[config.mk]
export PLATFORM = sky130hd
export DESIGN_NAME = fp_int_serial_mul
export DESIGN_NICKNAME = d
export VERILOG_FILES = /design/src/rtl/fp_int_pkg.sv /design/src/rtl/fp_lzd.sv /design/src/rtl/fp_int_serial_mul.sv
export SDC_FILE = /design/constraint.sdc
export NUM_CORES = 1
export LEC_CHECK = 0
export CAP_MARGIN = 10
export CORE_MARGIN = 8
export CORE_UTILIZATION = 55
export DETAILED_ROUTE_END_ITERATION = 8
export PLACE_DENSITY = 0.78
export SETUP_SLACK_MARGIN = 0.05
export SYNTH_ARGS = -nofsm -noshare
export SYNTH_HDL_FRONTEND = slang
export SYNTH_SLANG_ARGS = --single-unit
[constraint.sdc]
create_clock -name clk -period 6.3 [get_ports clk]
set_clock_uncertainty 0.2 [all_clocks]
set_input_delay 1.26 -clock clk [delete_from_list [all_inputs] [get_ports clk]]
set_output_delay 1.26 -clock clk [all_outputs]
set_load 0.01 [all_outputs]
[src/rtl/fp_int_pkg.sv]
// Shared defaults, width derivation and FSM state type for the bit-serial
// floating-point x integer multiplier.
package fp_int_pkg;

    localparam int EXP_W_DEF         = 5;
    localparam int MAN_W_DEF         = 10;
    localparam int MAX_PRECISION_DEF = 8;

    // Magnitude width: hidden bit + stored mantissa + widest weight.
    function automatic int prodWidth(input int manW, input int maxPrecision);
        return manW + 1 + maxPrecision;
    endfunction

    typedef enum logic [1:0] {
        IDLE,
        SHIFT,
        DONE
    } state_t;

endpackage

[src/rtl/fp_lzd.sv]
// Leading-one detector: index of the highest set bit plus a non-zero flag.
// Only compiled and used when FP_INT_MUL_NORM_EN is defined.
`ifdef FP_INT_MUL_NORM_EN
module fp_lzd #(
    parameter int W     = 19,
    parameter int POS_W = $clog2(W)
) (
    input  logic [W-1:0]     i_vec,
    output logic [POS_W-1:0] o_pos,
    output logic             o_valid
);

    // Scanning upward lets the highest set bit win.
    always_comb begin
        o_pos   = '0;
        o_valid = 1'b0;
        for (int i = 0; i < W; i++) begin
            if (i_vec[i]) begin
                o_pos   = POS_W'(i);
                o_valid = 1'b1;
            end
        end
    end

endmodule
`endif

[src/rtl/fp_int_serial_mul.sv]
// Bit-serial multiply of a float activation by a signed weight streamed MSB first.
// Define FP_INT_MUL_NORM_EN to left-justify the magnitude and rebase the exponent.
module fp_int_serial_mul
    import fp_int_pkg::*;
#(
    parameter int EXP_W         = EXP_W_DEF,
    parameter int MAN_W         = MAN_W_DEF,
    parameter int MAX_PRECISION = MAX_PRECISION_DEF
) (
    input  logic                         clk,
    input  logic                         rst,
    input  logic                         in_valid,
    output logic                         in_ready,
    input  logic [EXP_W+MAN_W:0]         act,
    input  logic [3:0]                   precision,
    input  logic                         w_valid,
    input  logic                         w,
    output logic                         out_valid,
    input  logic                         out_ready,
    output logic                         out_sign,
    output logic [EXP_W+1:0]             out_exp,
    output logic [MAN_W+MAX_PRECISION:0] out_mant,
    output logic                         out_zero,
    output logic                         out_special
);

    localparam int         ACT_W  = 1 + EXP_W + MAN_W;
    localparam int         PROD_W = prodWidth(MAN_W, MAX_PRECISION);
    localparam int         ACC_W  = PROD_W + 1;
    localparam int         OEXP_W = EXP_W + 2;
    localparam logic [3:0] MAXP   = 4'(MAX_PRECISION);

    state_t                   r_state;
    logic signed [ACC_W-1:0]  r_acc;
    logic [MAN_W:0]           r_mant;
    logic [EXP_W-1:0]         r_expEff;
    logic                     r_actSign;
    logic                     r_special;
    logic                     r_first;
    logic [3:0]               r_cnt;

    logic [EXP_W-1:0]         w_exp;
    logic [MAN_W-1:0]         w_man;
    logic [3:0]               w_prec;
    logic signed [ACC_W-1:0]  w_mExt;
    logic signed [ACC_W-1:0]  w_addend;
    logic signed [ACC_W-1:0]  w_accNext;
    logic signed [ACC_W-1:0]  w_srcAcc;
    logic [PROD_W-1:0]        w_mag;
    logic                     w_isZero;
    logic                     w_resSign;
    logic [OEXP_W-1:0]        w_outExp;
    logic [PROD_W-1:0]        w_outMant;

    assign w_exp = act[ACT_W-2 -: EXP_W];
    assign w_man = act[MAN_W-1:0];

    always_comb begin
        w_prec = precision;
        if (precision == 4'd0) begin
            w_prec = 4'd1;
        end else if (precision > MAXP) begin
            w_prec = MAXP;
        end
    end

    // The first bit carries negative weight: it is the two's-complement MSB.
    assign w_mExt = {{(ACC_W-MAN_W-1){1'b0}}, r_mant};
    always_comb begin
        w_addend = '0;
        if (w) begin
            w_addend = r_first ? -w_mExt : w_mExt;
        end
    end
    assign w_accNext = (r_acc <<< 1) + w_addend;

`ifdef FP_INT_MUL_NORM_EN
    localparam int LZ_W = $clog2(PROD_W);

    logic              r_normPend;
    logic [LZ_W-1:0]   w_lead;
    logic              w_leadValid;
    logic [OEXP_W-1:0] w_expNorm;

    assign w_srcAcc = r_acc;
`else
    assign w_srcAcc = w_accNext;
`endif

    assign w_mag     = w_srcAcc[ACC_W-1] ? PROD_W'(-w_srcAcc) : PROD_W'(w_srcAcc);
    assign w_isZero  = (w_mag == '0);
    assign w_resSign = (r_actSign ^ w_srcAcc[ACC_W-1]) & ~w_isZero;

`ifdef FP_INT_MUL_NORM_EN
    fp_lzd #(
        .W     (PROD_W),
        .POS_W (LZ_W)
    ) u_lzd (
        .i_vec   (w_mag),
        .o_pos   (w_lead),
        .o_valid (w_leadValid)
    );

    assign w_expNorm = OEXP_W'(int'(r_expEff) + int'(w_lead) - MAN_W);

    always_comb begin
        w_outMant = '0;
        w_outExp  = '0;
        if (w_leadValid) begin
            w_outMant = w_mag << (LZ_W'(PROD_W - 1) - w_lead);
            w_outExp  = w_expNorm;
        end
        if (r_special) begin
            w_outMant = '0;
            w_outExp  = '1;
        end
    end
`else
    always_comb begin
        w_outMant = w_mag;
        w_outExp  = {2'b00, r_expEff};
        if (r_special) begin
            w_outMant = '0;
            w_outExp  = '1;
        end
    end
`endif

    // Control FSM; all outputs are registered and frozen while DONE waits.
    always_ff @(posedge clk or negedge rst) begin
        if (!rst) begin
            r_state     <= IDLE;
            r_acc       <= '0;
            r_mant      <= '0;
            r_expEff    <= '0;
            r_actSign   <= 1'b0;
            r_special   <= 1'b0;
            r_first     <= 1'b0;
            r_cnt       <= '0;
            in_ready    <= 1'b1;
            out_valid   <= 1'b0;
            out_sign    <= 1'b0;
            out_exp     <= '0;
            out_mant    <= '0;
            out_zero    <= 1'b0;
            out_special <= 1'b0;
`ifdef FP_INT_MUL_NORM_EN
            r_normPend  <= 1'b0;
`endif
        end else begin
            case (r_state)
                IDLE: begin
                    if (in_valid) begin
                        r_state   <= SHIFT;
                        in_ready  <= 1'b0;
                        r_acc     <= '0;
                        r_cnt     <= w_prec;
                        r_first   <= 1'b1;
                        r_actSign <= act[ACT_W-1];
                        r_special <= &w_exp;
                        r_expEff  <= (w_exp == '0) ? EXP_W'(1) : w_exp;
                        r_mant    <= {|w_exp, w_man};
                    end
                end
                SHIFT: begin
                    if (w_valid) begin
                        r_acc   <= w_accNext;
                        r_first <= 1'b0;
                        r_cnt   <= r_cnt - 4'd1;
                        if (r_cnt == 4'd1) begin
                            r_state     <= DONE;
`ifdef FP_INT_MUL_NORM_EN
                            r_normPend  <= 1'b1;
`else
                            out_valid   <= 1'b1;
                            out_sign    <= w_resSign;
                            out_exp     <= w_outExp;
                            out_mant    <= w_outMant;
                            out_zero    <= w_isZero;
                            out_special <= r_special;
`endif
                        end
                    end
                end
                DONE: begin
`ifdef FP_INT_MUL_NORM_EN
                    if (r_normPend) begin
                        r_normPend  <= 1'b0;
                        out_valid   <= 1'b1;
                        out_sign    <= w_resSign;
                        out_exp     <= w_outExp;
                        out_mant    <= w_outMant;
                        out_zero    <= w_isZero;
                        out_special <= r_special;
                    end else if (out_ready) begin
`else
                    if (out_ready) begin
`endif
                        r_state   <= IDLE;
                        out_valid <= 1'b0;
                        in_ready  <= 1'b1;
                    end
                end
                default: r_state <= IDLE;
            endcase
        end
    end

endmodule

After elaboration in Yosys (flattened, before gate mapping)
Index checks and enable logic that the tools add are counted.
{"block": "totals", "register_bits": 75, "latchBits": 0, "mem_bits_rw": 0, "mem_bits_ro": 0, "input_bits": 26, "n_memories": 0}
{"block": "classes", "n_addsub": 4, "n_mul": 0, "div_mod_pow": 0, "magnitude_cmp": 1, "n_eq_ne": 7, "shift": 0, "muxes": 29, "bitwise_logic": 3, "n_reduce_logical": 15}
{"operator": "two-way mux 19 bit", "n": 4}
{"operator": "two-way mux 20 bit", "n": 2}
{"operator": "case mux 19 bit (2 select lines)", "n": 1}
{"operator": "adder 20 bit", "n": 1}
{"operator": "negation 11 -> 20 bit", "n": 1}
{"operator": "logical NOT 19 bit", "n": 1}
{"operator": "negation 19 bit", "n": 1}
{"operator": "two-way mux 4 bit", "n": 4}
{"operator": "AND reduction 3 bit", "n": 3}
{"operator": "two-way mux 2 bit", "n": 4}
{"operator": "inequality test 2 bit, second input constant", "n": 4}
{"operator": "case mux 4 bit (2 select lines)", "n": 1}
{"operator": "AND reduction 4 bit", "n": 2}
{"operator": "two-way mux 1 bit", "n": 7}
{"operator": "two-way mux 7 bit", "n": 1}
{"operator": "case mux 1 bit (2 select lines)", "n": 3}
{"operator": "case mux 2 bit (3 select lines)", "n": 1}
{"operator": "nonzero test 2 bit", "n": 3}
{"operator": "logical NOT 5 bit", "n": 1}
{"operator": "two-way mux 5 bit", "n": 1}
{"operator": "AND reduction 5 bit", "n": 1}
{"operator": "OR reduction 5 bit", "n": 1}
{"operator": "equality test 4 x 1 -> 1 bit, second input constant", "n": 1}
{"operator": "> comparator 4 bit, second input constant", "n": 1}
{"operator": "other kinds (9)", "n": 9}

Logic depth before layout (Yosys ltp)
{"block": "logic_depth", "word_depth": 9, "mapped_depth": 21, "ltp_nobuf": 18}

Least setup slack after synthesis
Ideal clock, no wire load.
{"block": "synth_path", "kind": "register -> register", "from": "register r_mant[5]", "to": "register out_sign", "setup_ns": 0.121, "arrival_time_ns": 4.606, "required_time_ns": 5.979, "setup_slack_ns": 1.373, "stages_incl_launch_ff": 19, "n_path_buf": 1, "period_less_slack_ns": 4.927, "cell_sequence": "dfrtp_1 -> or4_4 -> or4_4 -> buf_6 -> o21ai_0 -> xnor2_1 -> and2_1 -> ha_1 -> a21oi_1 -> o21ai_0 -> a211oi_1 -> a21oi_1 -> nor3_1 -> nor2_4 -> or3_1 -> a211o_1 -> a31oi_1 -> nand4_1 -> a22o_1"}
{"block": "synth_between", "elab_chain_cells": 9, "word_cells_on_any_way": 10}
{"element": "start: declaration", "line": "fp_int_serial_mul.sv:35", "source": "logic [MAN_W:0] r_mant;"}
{"element": "start signal: assignment", "line": "fp_int_serial_mul.sv:162", "source": "r_mant <= {|w_exp, w_man};"}
{"element": "negation 11 -> 20 bit", "line": "fp_int_serial_mul.sv:72", "source": "w_addend = r_first ? -w_mExt : w_mExt;"}
{"element": "two-way mux 20 bit *", "line": "fp_int_serial_mul.sv:72"}
{"element": "two-way mux 20 bit *", "line": "fp_int_serial_mul.sv:71", "source": "if (w) begin"}
{"element": "adder 20 bit *", "line": "fp_int_serial_mul.sv:75", "source": "assign w_accNext = (r_acc <<< 1) + w_addend;"}
{"element": "negation 19 bit", "line": "fp_int_serial_mul.sv:90", "source": "assign w_mag = w_srcAcc[ACC_W-1] ? PROD_W'(-w_srcAcc) : PROD_W'(w_srcAcc);"}
{"element": "two-way mux 19 bit", "line": "fp_int_serial_mul.sv:90"}
{"element": "logical NOT 19 bit", "line": "fp_int_serial_mul.sv:91", "source": "assign w_isZero = (w_mag == '0);"}
{"element": "inverter 1 bit", "line": "fp_int_serial_mul.sv:92", "source": "assign w_resSign = (r_actSign ^ w_srcAcc[ACC_W-1]) & ~w_isZero;"}
{"element": "AND 1 bit *", "line": "fp_int_serial_mul.sv:92"}
{"element": "end signal: assignment", "line": "fp_int_serial_mul.sv:176", "source": "out_sign <= w_resSign;"}
{"element": "end: declaration", "line": "fp_int_serial_mul.sv:20", "source": "output logic out_sign,"}
Mark *: on every way between the ends. The rest lies on a longest branch, timed or not.
A chain may end at the register's enable or synchronous reset.

Worst setup path in the final report
Ends and elaborated chain as after synthesis.

==> flow_summary.yaml <==
detailed_routing:
  wirelength_mm: 13.14
  drt_iter0_markers: 323
  ant_nets: 0
  drc_errors: 0
  wl_per_cell_um: 18.23
  dr.pass1.iters: 5
  vias_per_cell: 6.161
  vias: 4442
timing:
  max_slew_margin_pct: 39.65
  fin_ws_ns: 0.7060
  period_needed_ns: 5.594
  tns_ns: 0
  worst_slew_pin_slew_ns: 0.9053
  final_max_slew_viol_count: 0
  rsz0062_at_grt: "no"
  setup-violations-final: 0
  post-route-period-util_pct: 88.79
  fmax_ghz: 0.1788
  hold_violations: 0
power:
  pwr-share-comb_pct: 66.6
  p_switching_w: 0.001694
  pwr-share-seq_pct: 23.9
  irDropWorstVdd_mv: 0.2628
  intPower_w: 0.001820
  powerDensity_nw_per_um2: 605.4
  p_leak_nw: 2.518
  power_frac_clock_pct: 9.5
  swShare_pct: 48.21
global_route:
  grt_pass1_wl_mm: 21.68
  globalRouteOverflowTotal: 0
  grt_pass1_vias: 4147
  gr-usage-all-layers_pct: 21.05
  grt_max_degree: 74
  antenna_found_initial: 0
clocking:
  numCtsBuffers: 9
  cts_resized: 0
  cts_tree: "yes"
  hold_buffers: 0
  cts_root_buf: "clkbuf_8"
  cts_max_level: 3
  cts_sinks: 73
  post_cts.repair.setup_buffers: 0
  clock_path_buffers: 2
  clkTransAtPathRegs_ns: 0.09
  worstSkewPairLatency_ns: 0.35
finish:
  multi_input_area_um2: 2967
  instances_no_fill: 721
  nNetsFinal: 657
  final_util_pct: 66.25
  insertedDiodeCount: 0
  fillers: 737
  syn2layout_area_growth_pct: 16.23
  drive_gt1_share_pct: 9.299
  regArea_um2: 1828
critical_path:
  crit_buf_inv: 0
  cp-start-kind: "flip-flop"
  cp_cell_sequence: "or4_4 -> or4_4 -> o21ai_0 -> xnor2_1 -> and2_1 -> ha_1 -> a21oi_1 -> o21ai_0 -> a211oi_1 -> a21oi_1 -> nor3_1 -> nor2_4 -> or3_1 -> a211o_1 -> a31oi_1 -> nand4_1 -> a22o_1"
  cp.required_ns: 6.33
  r2r-end: "out_sign$_DFFE_PN0P_"
  crit_type: "flip-flop to flip-flop"
  end_kind: "flip-flop"
  worstPathMaxFanout: 19
  cp.arrival_ns: 5.63
  crit_slowest_cell: "or4_4"
  crit_family: "simple AND/OR/NAND/NOR gates"
  r2r-start: "r_mant[5]$_DFFE_PN0P_"
  r2r_cells: 17
  crit_path_max_incr_delay_ns: 0.57
  r2r_slack_ns: 0.71
die:
  die_x_um: 111.3
  die_h_um: 111.3
  pin_count: 57
  start_util_pct: 57.00
  dieArea_um2: 12390
  core-area_um2: 8763
  num_rows: 34
placement:
  dp.cells: 705
  post-place-ws_ns: 0.4920
  hpwl_mm: 9.989
  port_buffers: 56
  place_congestion: 0.9314
worst_hold_path:
  worst_hold_path_type: "flip-flop to flip-flop"
  holdPathStages: 2
  min-delay-start: "out_valid$_DFFE_PN0P_"
  worstHoldEndpoint: "out_valid$_DFFE_PN0P_"
yosys:
  ys_seq_elements: 73
  ys_types: 69
  synth_ff_type: "dfrtp_1"
  synthesis.nets: 613
  synth_edf_count: 0
  synth_cells: 564
  yosysSeqAreaShare_pct: 36.60
  ys_async_sr_fraction_pct: 100.0
  synth_top_cell_by_area: "dfrtp_1"
  synth_top_area_share_pct: 36.07
  syn_area_per_cell_um2: 8.856
  syn_area_um2: 4995
  yosys-top-cells-area: "dfrtp_1 36%, xnor2_1 5.8%, ha_1 5.5%"
  yosysWarnings: 0
flow_run:
  maxCapViolCount: 0
status:
  outcome: "finished, final reports clean"
## layout make-up
cell class,instances,share of cell area (%)
clock buffers,10,2.198
clock inverters,6,0.7328
inverters,12,0.7759
multi-input cells,442,51.10
flip-flops and latches,73,31.49
well taps,108,2.328
repair buffers,70,11.38
## how the worst max path moves through the flow
stage                                from              endpoint  cells past startpoint
floorplan           r_mant[5]$_DFFE_PN0P_  out_sign$_DFFE_PN0P_                     18
global placement                        w  out_sign$_DFFE_PN0P_                     15
detailed placement                      w  out_sign$_DFFE_PN0P_                     15
CTS                 r_mant[5]$_DFFE_PN0P_  out_sign$_DFFE_PN0P_                     17
global route        r_mant[5]$_DFFE_PN0P_  out_sign$_DFFE_PN0P_                     17
finish              r_mant[5]$_DFFE_PN0P_  out_sign$_DFFE_PN0P_                     17
## flip-flops by register name, indices dropped and copies added, names as in the netlist
register / flops
in_ready: 1
out_exp: 6
out_mant: 19
out_sign: 1
out_valid: 1
out_zero: 1
r_acc: 19
r_actSign: 1
r_cnt: 4
r_expEff: 5
r_first: 1
r_mant: 11
r_special: 1
r_state: 2
## worst register-to-register path, delay by kind of cell (launching register included)
kind	cells	cell delay, ns
compound gates	8	1.99
xor+xnor	1	0.14
fa+ha+maj	1	0.27
flops	1	0.44
simple gates	7	2.45
## placed cells by master, fill, tap and decap left out, types with 8 or more instances in the layout
cell type / n
a22o_1: 10
inv_1: 12
nand3_1: 9
ha_1: 22
nor2_1: 39
buf_4: 14
a21oi_1: 31
mux2_2: 13
clkdlybuf4s50_1: 55
clkbuf_8: 9
o21ai_0: 45
dfrtp_1: 72
nor3_1: 10
a21o_1: 8
nand2b_1: 8
xor2_1: 12
nand2_1: 64
and3_1: 8
and2_1: 13
xnor2_1: 33
## synthesized netlist by cell type, types with 3 or more instances
library cell and count:
nor4_1 6, and3_1 8, a211o_1 3, nor2_1 40, nand2b_1 8, buf_4 3, a22o_1 10, mux2i_1 5
a21o_1 8, dfrtp_1 72, and2_1 13, o22ai_1 3, o21ai_1 7, clkbuf_1 28, nand4_1 7, a31oi_1 6
nand3_1 9, nor2b_1 5, mux2_2 13, ha_1 22, o311a_1 7, inv_1 12, a21boi_0 3, buf_1 5
xor2_1 12, nand2_1 64, or3_1 7, nor3_1 10, a211oi_1 5, xnor2_1 33, o211ai_1 3, o41ai_1 3
o31ai_1 6, o21ai_0 45, a21oi_1 31
## per-stage QoR
stage / total power (W) / hold WS [ns] / instance area (um2)
floorplan: 0.002453 / 0.2551 / 4995
global placement: 0.003112 / 0.2580 / 5635
detailed placement: 0.003166 / 0.2614 / 5635
CTS: 0.003505 / 0.2822 / 5806
finish: 0.003515 / 0.2779 / 5806
global route: 0.003793 / 0.3114 / 5806
## power groups by stage
stage | Sequential, W | Clock [W] | Combinational, W
finish | 0.000839 | 0.000334 | 0.00234
global route | 0.000869 | 0.000357 | 0.00257
CTS | 0.000837 | 0.000342 | 0.00233
detailed placement | 0.000846 | 0 | 0.00232
global placement | 0.000831 | 0 | 0.00228
floorplan | 0.000823 | 0 | 0.00163
## cells by family after synthesis
group,Yosys count,synth area share (%)
and+or+nand+nor,189,18.54
AOI/OAI and AO/OA,166,22.75
DFF,73,36.60
buffers and inverters,49,4.058
xor gates and xnor gates,46,8.217
adders and majority gates,23,5.912
muxes,18,3.933
## routing by layer
metal / GRT usage [%] / vias up / share of wire [%]
met5: 0 / - / 0
met4: 5.156 / 0 / 0.94
met3: 3.950 / 14 / 5.9
met2: 33.07 / 150 / 47
met1: 29.05 / 2139 / 46
li1: - / 2139 / -
Note: power is estimated with default switching activity, not from simulation.
